==> config.mk <==
export PLATFORM = sky130hd
export DESIGN_NAME = hazard_stall_sequencer_flat
export DESIGN_NICKNAME = d
export VERILOG_FILES = /design/src/rtl/hazard_stall_sequencer_pkg.sv /design/src/rtl/hazard_stall_sequencer_if.sv /design/src/rtl/hazard_stall_sequencer_calc.sv /design/src/rtl/hazard_stall_sequencer.sv /design/src/flat_wrapper.sv
export SDC_FILE = /design/constraint.sdc
export NUM_CORES = 1
export LEC_CHECK = 0
export CORE_UTILIZATION = 25
export CTS_CLUSTER_DIAMETER = 40
export DETAILED_ROUTE_END_ITERATION = 12
export PLACE_DENSITY_LB_ADDON = 0.05
export REMOVE_ABC_BUFFERS = 1
export SLEW_MARGIN = 20
export SYNTH_ARGS = -nofsm -noshare
export SYNTH_HDL_FRONTEND = slang
export SYNTH_SLANG_ARGS = --single-unit
==> constraint.sdc <==
create_clock -name Clk -period 1.85 [get_ports Clk]
set_input_delay 0.37 -clock Clk [delete_from_list [all_inputs] [get_ports Clk]]
set_output_delay 0.37 -clock Clk [all_outputs]
set_load 0.03 [all_outputs]
==> src/rtl/hazard_stall_sequencer_pkg.sv <==
// ============================================================================
// Module : hazard_stall_sequencer_pkg
// Brief  : Shared types, stall-length constants and register-match helper
//          for the decode-stage hazard stall sequencer.
// Rev    : 1.0  initial release
// ============================================================================
`default_nettype none

package hazard_stall_sequencer_pkg;

   typedef enum logic [0:0] {
      RUN   = 1'b0,
      STALL = 1'b1
   } state_e;

   localparam logic [1:0] LOAD_USE_STALL    = 2'd1;
   localparam logic [1:0] BR_ALU_STALL      = 2'd1;
   localparam logic [1:0] BR_LOAD_EX_STALL  = 2'd2;
   localparam logic [1:0] BR_LOAD_MEM_STALL = 2'd1;
   localparam logic [4:0] REG_ZERO          = 5'd0;

   // $0 is hardwired, so a write to it never creates a dependency.
   function automatic logic reg_match(input logic [4:0] dst,
                                      input logic [4:0] rs,
                                      input logic [4:0] rt,
                                      input logic       use_rt);
      return (dst != REG_ZERO) && ((dst == rs) || (use_rt && (dst == rt)));
   endfunction

endpackage

`default_nettype wire

==> src/rtl/hazard_stall_sequencer_if.sv <==
// ============================================================================
// Module : hazard_stall_sequencer_if
// Brief  : Decode-stage hazard inputs and pipeline-control outputs.
// Rev    : 1.0  initial release
// ============================================================================
`default_nettype none

interface hazard_stall_sequencer_if;
   logic [4:0] IF_IDRs;
   logic [4:0] IF_IDRt;
   logic       IF_IDUsesRt;
   logic       IF_IDBranch;
   logic       IF_IDJumpReg;
   logic       BranchTaken;
   logic       Jump;
   logic       ID_EXRegWrite;
   logic       ID_EXMemRead;
   logic [4:0] ID_EXRegDst;
   logic       EX_MemMemRead;
   logic [4:0] EX_MemRegDst;
   logic       PCWrite;
   logic       IF_IDWrite;
   logic       HazardDetect_Mux;
   logic       IF_IDFlush;

   modport master (
      output IF_IDRs, IF_IDRt, IF_IDUsesRt, IF_IDBranch, IF_IDJumpReg,
             BranchTaken, Jump, ID_EXRegWrite, ID_EXMemRead, ID_EXRegDst,
             EX_MemMemRead, EX_MemRegDst,
      input  PCWrite, IF_IDWrite, HazardDetect_Mux, IF_IDFlush
   );

   modport slave (
      input  IF_IDRs, IF_IDRt, IF_IDUsesRt, IF_IDBranch, IF_IDJumpReg,
             BranchTaken, Jump, ID_EXRegWrite, ID_EXMemRead, ID_EXRegDst,
             EX_MemMemRead, EX_MemRegDst,
      output PCWrite, IF_IDWrite, HazardDetect_Mux, IF_IDFlush
   );
endinterface

`default_nettype wire

==> src/rtl/hazard_stall_sequencer_calc.sv <==
// ============================================================================
// Module : hazard_stall_calc
// Brief  : Combinational stall-length (0..2) computation from the ID operands
//          against the ID/EX and EX/MEM destinations.
// Rev    : 1.0  initial release
// ============================================================================
`default_nettype none

module hazard_stall_calc
   import hazard_stall_sequencer_pkg::*;
(
   input  logic [4:0] IF_IDRs,
   input  logic [4:0] IF_IDRt,
   input  logic       IF_IDUsesRt,
   input  logic       IF_IDBranch,
   input  logic       IF_IDJumpReg,
   input  logic       ID_EXRegWrite,
   input  logic       ID_EXMemRead,
   input  logic [4:0] ID_EXRegDst,
   input  logic       EX_MemMemRead,
   input  logic [4:0] EX_MemRegDst,
   output logic [1:0] stall_n
);

   logic use_rt;
   logic match_ex;
   logic match_mem;
   logic br_like;

   always_comb begin
      // jr only reads rs, whatever the rt field happens to hold.
      use_rt    = IF_IDUsesRt && !IF_IDJumpReg;
      match_ex  = reg_match(ID_EXRegDst, IF_IDRs, IF_IDRt, use_rt);
      match_mem = reg_match(EX_MemRegDst, IF_IDRs, IF_IDRt, use_rt);
      br_like   = IF_IDBranch || IF_IDJumpReg;

      stall_n = 2'd0;
      if (ID_EXMemRead && match_ex && (stall_n < LOAD_USE_STALL))
         stall_n = LOAD_USE_STALL;
      if (br_like && ID_EXRegWrite && !ID_EXMemRead && match_ex && (stall_n < BR_ALU_STALL))
         stall_n = BR_ALU_STALL;
      if (br_like && EX_MemMemRead && match_mem && (stall_n < BR_LOAD_MEM_STALL))
         stall_n = BR_LOAD_MEM_STALL;
      if (br_like && ID_EXMemRead && match_ex && (stall_n < BR_LOAD_EX_STALL))
         stall_n = BR_LOAD_EX_STALL;
   end

endmodule

`default_nettype wire

==> src/rtl/hazard_stall_sequencer.sv <==
// ============================================================================
// Module : hazard_stall_sequencer
// Brief  : Decode-stage stall/flush sequencer: PC/IF-ID enables, ID/EX bubble
//          select and IF/ID flush. Optional STALL_COUNTER_EN builds a
//          saturating stall-cycle counter on StallCycles.
// Rev    : 1.0  initial release
// ============================================================================
`default_nettype none

module hazard_stall_sequencer
   import hazard_stall_sequencer_pkg::*;
#(
   parameter int CNT_W = 16
) (
   input  logic                 Clk,
   input  logic                 Reset,
   hazard_stall_sequencer_if.slave bus,
   output logic [CNT_W-1:0]     StallCycles
);

   state_e     state_q, state_d;
   logic [1:0] rem_q, rem_d;
   logic [1:0] stall_n;

   hazard_stall_calc u_calc (
      .IF_IDRs      (bus.IF_IDRs),
      .IF_IDRt      (bus.IF_IDRt),
      .IF_IDUsesRt  (bus.IF_IDUsesRt),
      .IF_IDBranch  (bus.IF_IDBranch),
      .IF_IDJumpReg (bus.IF_IDJumpReg),
      .ID_EXRegWrite(bus.ID_EXRegWrite),
      .ID_EXMemRead (bus.ID_EXMemRead),
      .ID_EXRegDst  (bus.ID_EXRegDst),
      .EX_MemMemRead(bus.EX_MemMemRead),
      .EX_MemRegDst (bus.EX_MemRegDst),
      .stall_n      (stall_n)
   );

   always_comb begin
      state_d = state_q;
      rem_d   = rem_q;
      case (state_q)
         RUN: begin
            if (stall_n == BR_LOAD_EX_STALL) begin
               state_d = STALL;
               rem_d   = stall_n - 2'd2;
            end
         end
         STALL: begin
            if (rem_q == 2'd0) state_d = RUN;
            else               rem_d   = rem_q - 2'd1;
         end
         default: state_d = RUN;
      endcase
   end

   always_ff @(posedge Clk or negedge Reset) begin
      if (!Reset) begin
         state_q <= RUN;
         rem_q   <= 2'd0;
      end else begin
         state_q <= state_d;
         rem_q   <= rem_d;
      end
   end

   // A stall always wins over a flush; the branch re-resolves afterwards.
   always_comb begin
      bus.PCWrite          = 1'b1;
      bus.IF_IDWrite       = 1'b1;
      bus.HazardDetect_Mux = 1'b0;
      bus.IF_IDFlush       = 1'b0;
      if (Reset) begin
         if ((state_q == STALL) || (stall_n != 2'd0)) begin
            bus.PCWrite          = 1'b0;
            bus.IF_IDWrite       = 1'b0;
            bus.HazardDetect_Mux = 1'b1;
         end else begin
            bus.IF_IDFlush = (bus.IF_IDBranch && bus.BranchTaken) ||
                             bus.Jump || bus.IF_IDJumpReg;
         end
      end
   end

`ifdef STALL_COUNTER_EN
   logic [CNT_W-1:0] stall_cnt_q, stall_cnt_d;

   always_comb begin
      stall_cnt_d = stall_cnt_q;
      if (!bus.PCWrite && (stall_cnt_q != {CNT_W{1'b1}}))
         stall_cnt_d = stall_cnt_q + 1'b1;
   end

   always_ff @(posedge Clk or negedge Reset) begin
      if (!Reset) stall_cnt_q <= '0;
      else        stall_cnt_q <= stall_cnt_d;
   end

   assign StallCycles = stall_cnt_q;
`else
   assign StallCycles = '0;
`endif

endmodule

`default_nettype wire

==> src/flat_wrapper.sv <==
// flat-port wrapper written by rule: the top's interface ports become plain ports
module hazard_stall_sequencer_flat import hazard_stall_sequencer_pkg::*;
#(
   parameter int CNT_W = 16
)
  (Clk, Reset, StallCycles, bus_IF_IDRs, bus_IF_IDRt, bus_IF_IDUsesRt, bus_IF_IDBranch, bus_IF_IDJumpReg, bus_BranchTaken, bus_Jump, bus_ID_EXRegWrite, bus_ID_EXMemRead, bus_ID_EXRegDst, bus_EX_MemMemRead, bus_EX_MemRegDst, bus_PCWrite, bus_IF_IDWrite, bus_HazardDetect_Mux, bus_IF_IDFlush);
  hazard_stall_sequencer_if bus_i ();
  input  logic Clk;
  input  logic Reset;
  output logic [CNT_W-1:0] StallCycles;
  input wire logic [$bits(bus_i.IF_IDRs)-1:0] bus_IF_IDRs;
  input wire logic [$bits(bus_i.IF_IDRt)-1:0] bus_IF_IDRt;
  input wire logic [$bits(bus_i.IF_IDUsesRt)-1:0] bus_IF_IDUsesRt;
  input wire logic [$bits(bus_i.IF_IDBranch)-1:0] bus_IF_IDBranch;
  input wire logic [$bits(bus_i.IF_IDJumpReg)-1:0] bus_IF_IDJumpReg;
  input wire logic [$bits(bus_i.BranchTaken)-1:0] bus_BranchTaken;
  input wire logic [$bits(bus_i.Jump)-1:0] bus_Jump;
  input wire logic [$bits(bus_i.ID_EXRegWrite)-1:0] bus_ID_EXRegWrite;
  input wire logic [$bits(bus_i.ID_EXMemRead)-1:0] bus_ID_EXMemRead;
  input wire logic [$bits(bus_i.ID_EXRegDst)-1:0] bus_ID_EXRegDst;
  input wire logic [$bits(bus_i.EX_MemMemRead)-1:0] bus_EX_MemMemRead;
  input wire logic [$bits(bus_i.EX_MemRegDst)-1:0] bus_EX_MemRegDst;
  output wire logic [$bits(bus_i.PCWrite)-1:0] bus_PCWrite;
  output wire logic [$bits(bus_i.IF_IDWrite)-1:0] bus_IF_IDWrite;
  output wire logic [$bits(bus_i.HazardDetect_Mux)-1:0] bus_HazardDetect_Mux;
  output wire logic [$bits(bus_i.IF_IDFlush)-1:0] bus_IF_IDFlush;
  assign bus_i.IF_IDRs = bus_IF_IDRs;
  assign bus_i.IF_IDRt = bus_IF_IDRt;
  assign bus_i.IF_IDUsesRt = bus_IF_IDUsesRt;
  assign bus_i.IF_IDBranch = bus_IF_IDBranch;
  assign bus_i.IF_IDJumpReg = bus_IF_IDJumpReg;
  assign bus_i.BranchTaken = bus_BranchTaken;
  assign bus_i.Jump = bus_Jump;
  assign bus_i.ID_EXRegWrite = bus_ID_EXRegWrite;
  assign bus_i.ID_EXMemRead = bus_ID_EXMemRead;
  assign bus_i.ID_EXRegDst = bus_ID_EXRegDst;
  assign bus_i.EX_MemMemRead = bus_EX_MemMemRead;
  assign bus_i.EX_MemRegDst = bus_EX_MemRegDst;
  assign bus_PCWrite = bus_i.PCWrite;
  assign bus_IF_IDWrite = bus_i.IF_IDWrite;
  assign bus_HazardDetect_Mux = bus_i.HazardDetect_Mux;
  assign bus_IF_IDFlush = bus_i.IF_IDFlush;
  hazard_stall_sequencer #(.CNT_W(CNT_W)) u_core (.Clk(Clk), .Reset(Reset), .bus(bus_i), .StallCycles(StallCycles));
endmodule
After elaboration in Yosys (flattened, before gate mapping):

Cells that the tools add are included.
W data, S select, Z words.

* $add $sub $neg: 2
* magnitude comparators: 3
* equal/unequal tests: 7
* mux-type cells: 16
* bitwise logic cells: 1
* reductions and logical operators: 30

Operators by type and width (count)
* $eq A5 B5 Y1: 4
* $logic_and A1 B1 Y1: 17
* $mux W1: 10
* $reduce_bool A5 Y1: 2
* $mux W2: 4
* $logic_or A1 B1 Y1: 6
* $pmux W2 S2: 1
* $eq A2 B2 Y1 const B: 1
* $logic_not A1 Y1: 2
* $logic_not A2 Y1: 1
* $lt A2 B1 Y1 const B: 1
* $lt A2 B2 Y1 const B: 1
* $ne A2 B1 Y1 const B: 1
* $ne A2 B2 Y1 const B: 1
* $pmux W1 S2: 1
* $reduce_and A2 Y1: 1
* $reduce_bool A2 Y1: 1
* $sub A2 B1 Y2 const B: 1
* $sub A2 B2 Y2 const B: 1
* $lt A1 B1 Y1 const B: 1
* $not A1 Y1: 1

* flip-flop bits (word level): 3
* input bits: 30
* output and inout port bits: 20

Longest topological paths before layout:

Gate-level depths: netlist of run 1.

* word-level depth: 20
* mapped depth: 6
* gate-level depth less buffers: 5

By module:

From an unflattened synthesis of run 1, not the netlist that was laid out.

* cell total of the unflattened synthesis: 76
* area total of the unflattened synthesis: 631.9 um^2

By module, submodules not included
* hazard_stall_sequencer: times used 1, cells each 35, area each 319.1 um^2, sequential area each 75.1 um^2
* hazard_stall_calc: times used 1, cells each 41, area each 312.8 um^2, sequential area each 0.0 um^2

Worst setup path before layout of run 1:

No wires, ideal clock.

* kind: input port to output port
* start point: input port bus_ID_EXRegDst[0]
* end point: output port bus_PCWrite
* arrival: 2148 ps
* slack: -668 ps
* cell stages on the path: 5
* path buffers: 1
* cells stage by stage: or4_1 nor2_1 nor3_2 o21ai_0 buf_4

* cells in the longest elaborated chain, start to end: 19
* elaborated cells on any way between the ends: 23
* classes of those cells: order compare: 3; eq/ne: 2; mux: 6; reduce/logical: 12

Ends and longest elaborated chain
* from (decl): RTL line flat_wrapper.sv:20 `input wire logic [$bits(bus_i.ID_EXRegDst)-1:0] bus_ID_EXRegDst;`
* $eq A5 B5 Y1: RTL line hazard_stall_sequencer_pkg.sv:27 `return (dst != REG_ZERO) && ((dst == rs) || (use_rt && (dst == rt)));`
* $logic_and A1 B1 Y1: RTL line hazard_stall_sequencer_pkg.sv:27
* $logic_or A1 B1 Y1: RTL line hazard_stall_sequencer_pkg.sv:27
* $logic_and A1 B1 Y1 (*): RTL line hazard_stall_sequencer_pkg.sv:27
* $logic_and A1 B1 Y1: RTL line hazard_stall_sequencer_calc.sv:38 `if (ID_EXMemRead && match_ex && (stall_n < LOAD_USE_STALL))`
* $mux W1: RTL line hazard_stall_sequencer_calc.sv:38
* $lt A1 B1 Y1: RTL line hazard_stall_sequencer_calc.sv:40 `if (br_like && ID_EXRegWrite && !ID_EXMemRead && match_ex && (stall_n < BR_ALU_STALL))`
* $logic_and A1 B1 Y1: RTL line hazard_stall_sequencer_calc.sv:40
* [2 not listed]
* $logic_and A1 B1 Y1: RTL line hazard_stall_sequencer_calc.sv:42 `if (br_like && EX_MemMemRead && match_mem && (stall_n < BR_LOAD_MEM_STALL))`
* $mux W2: RTL line hazard_stall_sequencer_calc.sv:42
* $lt A2 B2 Y1: RTL line hazard_stall_sequencer_calc.sv:44 `if (br_like && ID_EXMemRead && match_ex && (stall_n < BR_LOAD_EX_STALL))`
* $logic_and A1 B1 Y1: RTL line hazard_stall_sequencer_calc.sv:44
* $mux W2 (*): RTL line hazard_stall_sequencer_calc.sv:44
* $reduce_bool A2 Y1 (*): RTL line hazard_stall_sequencer.sv:74 `if ((state_q == STALL) || (stall_n != 2'd0)) begin`
* $logic_or A1 B1 Y1 (*): RTL line hazard_stall_sequencer.sv:74
* $mux W1 (*) (2 in series)
* to (decl): RTL line flat_wrapper.sv:23 `output wire logic [$bits(bus_i.PCWrite)-1:0] bus_PCWrite;`

Mark *: on every way between the ends. The rest lies on a longest branch, timed or not.

Final worst setup path of run 1:

* start point: input port bus_ID_EXRegDst[2]
* end point: output port bus_IF_IDFlush

* cells in the longest elaborated chain, start to end: 19
* elaborated cells on any way between the ends: 23
* classes of those cells: order compare: 3; eq/ne: 2; mux: 6; reduce/logical: 12

Ends and longest elaborated chain
* $eq A5 B5 Y1: RTL line hazard_stall_sequencer_pkg.sv:27
* $logic_and A1 B1 Y1: RTL line hazard_stall_sequencer_pkg.sv:27
* $logic_or A1 B1 Y1: RTL line hazard_stall_sequencer_pkg.sv:27
* $logic_and A1 B1 Y1 (*): RTL line hazard_stall_sequencer_pkg.sv:27
* $logic_and A1 B1 Y1: RTL line hazard_stall_sequencer_calc.sv:38
* $mux W1: RTL line hazard_stall_sequencer_calc.sv:38
* $lt A1 B1 Y1: RTL line hazard_stall_sequencer_calc.sv:40
* $logic_and A1 B1 Y1: RTL line hazard_stall_sequencer_calc.sv:40
* [3 not listed]
* $mux W2: RTL line hazard_stall_sequencer_calc.sv:42
* $lt A2 B2 Y1: RTL line hazard_stall_sequencer_calc.sv:44
* $logic_and A1 B1 Y1: RTL line hazard_stall_sequencer_calc.sv:44
* $mux W2 (*): RTL line hazard_stall_sequencer_calc.sv:44
* $reduce_bool A2 Y1 (*): RTL line hazard_stall_sequencer.sv:74
* $logic_or A1 B1 Y1 (*): RTL line hazard_stall_sequencer.sv:74
* $mux W1 (*): RTL line hazard_stall_sequencer.sv:74
* $mux W1 (*): RTL line hazard_stall_sequencer.sv:73 `if (Reset) begin`
* to (decl): RTL line flat_wrapper.sv:26 `output wire logic [$bits(bus_i.IF_IDFlush)-1:0] bus_IF_IDFlush;`

Marks and branches as above.

==> metrics.md, run 1 <==
| Metric | Value |
|---|---|
| Antenna violations before repair | 0 |
| Synth Area in XOR/XNOR | 0.294 |
| DR vias/cell | ~4.0 |
| Global-route wire length before repair | 2270 um |
| Multiplexer share of the synthesized area | 0 |
| Critical-path maximum fanout | 3 |
| PortBufs | 33 |
| Commonest cells post-synth | 17 x buf_4, 11 x xnor2_1, 9 x xor2_1 |
| Overall routing resource usage | 0.118 |
| Setup-failing EPs final | 4 |
| Core Box Area | about 0.0022 mm2 |
| Prevailing post-synth register cell | dfrtp_1 |
| Comb power frac | 0.545 |
| Pre-Repair DR Iteration Count | 3 |
| Reg2reg start | u_core.state_q$_DFF_PN0_ |
| Sw frac | 0.379 |
| Final setup skew | 0.000992 ns |
| NetSw | 148 uW |
| Sequential share of power | 0.171 |
| Worst EP arrival | about 1.6 ns |
| Run status | finished, violations left |
| Setup TNS | -0.505 ns |
| Synth cell types | 27 |
| Final Instance Area | 985 um2 |
| Register area share after synthesis | 0.126 |
| Share of cells above drive strength 1 | 0.400 |
| CP required | about 1.5 ns |
| Max-slew violation count | 0 |
| Synth warnings | 0 |
| IO Pins | 50 |
| Failing checks | negative setup slack |
| Most frequent cell after synthesis | buf_4 |
| Crit path capture | bus_IF_IDFlush |
| Synth area leaders | buf_4 21%, xnor2_1 16%, xor2_1 13% |
| Synth Area in Simple Gates | 0.224 |
| Lkg Pwr | around 0.00045 uW |
| Filler Cell Count | approximately 250 |
| GPL Wtd Cong | about 0.79 |
| Post-Synth Adder-Cell Area | 0.0210 |
| Final worst-path setup slack | -0.133 ns |
| Synth top area share | 0.214 |
| H-Tree Depth | 1 |
| Total wire length | about 1400 um |
| DIE AREA | roughly 0.0026 mm2 |
| Main combinational cell family by area after synthesis | XOR/XNOR gates |
| Cells after Synth | between 70 and 80 |
| Synthesis-to-layout area growth | 65.0% |
| Unrepaired setup endpoints after global routing | yes |
| GRT overflow | 0 |
| R2R Setup Slk | 0.77 ns |
| Mapped Area | around 600 um2 |
| Max-cap violations | 0 |
| Startpoint class of the critical path | input pin |
| Num CTS Buffers | 3 |
| PD cells | 395 mW/mm2 |
| Fmax | roughly 0.50 GHz |
| Post-synthesis register bit count | 3 |
| Clock share of power | 0.284 |
| Clk_lat worst skew | between 0.2 and 0.25 ns |
| Antenna viol nets, final | 0 |
| Min-Delay Path Class | in2async |
| Crit. Startpoint | bus_ID_EXRegDst[2] |
| Final #Nets | 152 |
| Max VDD drop | 360 uV |
| CTS Sinks | 3 |
| P_int | 242 uW |
| Die X | just over 50 um |
| Final Hold Vio Count | 0 |
| CTS clk-pin slew, worst paths | approximately 0.040 ns |
| Min cycle time layout | roughly 2.0 ns |
| Via count | slightly below 600 |
| Syn Area/Cell | slightly below 8 um2 |
| Async set-reset flop share out of synthesis | 1.00 |
| CTS tree | built |
| Placed wire-length estimate | approximately 1200 um |
| R2R Path End | u_core.rem_q[0]$_DFFE_PN0P_ |
| Hold Buf Count CTS | 0 |
| Maximum clock path buffer count | 2 |
| Placed cell areas | around 930 um2 |
| Crit share post-route | 1.07 |
| Initial Utilization | 0.267 |
| Synth area leader | buf_4 |
| Worst r2r path cells | 3 |
| Die height | between 50 and 60 um |
| Setup crit end kind | output pin |
| Vias in the first global route | about 570 |
| Drc violations | 0 |
| Largest net degree at the start of global routing | 6 |
| Final Util | 0.441 |
| Post-synth EDFFs | 0 |
| Wirelength per Cell | about 9.6 um |
| Row count | 17 |
| Footprint of the multi-input gates | around 500 um2 |
| Sequential cell area | around 75 um2 |
| Setup CP Type | in2out |
| CTS root buf | clkbuf_4 |
| Diode count | 0 |
| Setup WS pre-CTS | -0.627 ns |
| Compound-cell area share of the yosys netlist | 0.103 |
| Initial DRC count | 3 |
==> logic make-up (layout without fill, tap and decap cells) <==
logic type / after synthesis / after routing
simple gates: 23 / 23
xor+xnor: 20 / 20
buf+inv: 19 / 48
compound gates: 9 / 9
flops: 3 / 3
fa+ha+maj: 1 / 1
other cells: 1 / 16
==> repair_timing <==
| action | 4_1_cts | 5_1_grt |
|---|---|---|
| gates resized for setup | 70 | 23 |
| endpoints found under the hold margin | 0 | 0 |
| pin swaps | 20 | 12 |
| setup endpoints to repair | 5 | 4 |
| setup buffers | 1 | 1 |
==> final cells by class <==
class                           count  area share
Multi-Input combinational cell     69       0.517
Tap cell                           28      0.0356
Clock buffer                        4      0.0267
Timing Repair Buffer               42       0.337
Inverter                            2     0.00762
Sequential cell                     3      0.0762
==> per-stage QoR <==
stage | hold slack, ns | power, uW | instances
2_1_floorplan | 0.0744 | 172 | 74
3_3_place_gp | 0.529 | 279 | 142
3_5_place_dp | 0.537 | 277 | 142
4_1_cts | 0.471 | 394 | 147
5_1_grt | 0.486 | 415 | 148
6_report | 0.471 | 389 | 148
==> placed cells by master (no fill, tap or decap), types with 2 or more instances in the layout <==
master,n
nand2_1,4
buf_2,4
dfrtp_1,3
inv_1,2
xor2_1,8
buf_4,12
conb_1,16
dlygate4sd2_1,3
xnor2_1,11
nor2_1,2
nand2b_1,3
clkbuf_2,10
clkbuf_4,3
buf_8,2
nor3_1,2
clkdlybuf4s50_1,6
buf_6,3
==> worst min path at each step <==
stage / startpoint / to / slack, ns / depth (start not counted)
4_1_cts: Reset / u_core.rem_q[0]$_DFFE_PN0P_ / 0.47 / 2
3_3_place_gp: u_core.rem_q[0]$_DFFE_PN0P_ / u_core.rem_q[0]$_DFFE_PN0P_ / 0.53 / 2
5_1_grt: Reset / u_core.rem_q[0]$_DFFE_PN0P_ / 0.49 / 2
2_1_floorplan: Reset / u_core.rem_q[0]$_DFFE_PN0P_ / 0.07 / 0
3_5_place_dp: u_core.rem_q[0]$_DFFE_PN0P_ / u_core.rem_q[0]$_DFFE_PN0P_ / 0.54 / 2
6_report: Reset / u_core.rem_q[0]$_DFFE_PN0P_ / 0.47 / 2
==> per-layer routing <==
layer | vias up | track usage | wire, um
li1 | 312 | - | -
met1 | 250 | 0.137 | 605
met2 | 31 | 0.207 | 702
met3 | 0 | 0.0298 | 118
met4 | 0 | 0.0417 | 0
met5 | - | 0 | 0
==> power groups by stage <==
stage / combinational, uW / sequential [uW] / clock, uW
final: 212 / 66.7 / 111
after CTS: 211 / 66.7 / 116
after global routing: 228 / 66.7 / 121
after global placement: 211 / 67.5 / 0
after detailed placement: 209 / 67.5 / 0
after floorplan: 104 / 67.4 / 0
==> critical path: stages <==
cell and delay (ns):
buf_8 0.10, or4_4 0.53, nor2_4 0.13, nor3_4 0.07
nor4b_2 0.21, buf_4 0.20
==> flip-flops by register name (all words and copies together), names as in the netlist <==
register and cells:
u_core.rem_q 2, u_core.state_q 1
(Power assumes the default switching activity.)
==> inputs of run 2 (changes only) <==
--- a/config.mk
+++ b/config.mk
@@ -7,6 +7,7 @@
 export LEC_CHECK = 0
 export CORE_UTILIZATION = 25
 export CTS_CLUSTER_DIAMETER = 40
+export CTS_CLUSTER_SIZE = 16
 export DETAILED_ROUTE_END_ITERATION = 12
 export PLACE_DENSITY_LB_ADDON = 0.05
 export REMOVE_ABC_BUFFERS = 1
==> results of run 2 <==
No change in the layout: final DEF, timing and power equal those of run 1.
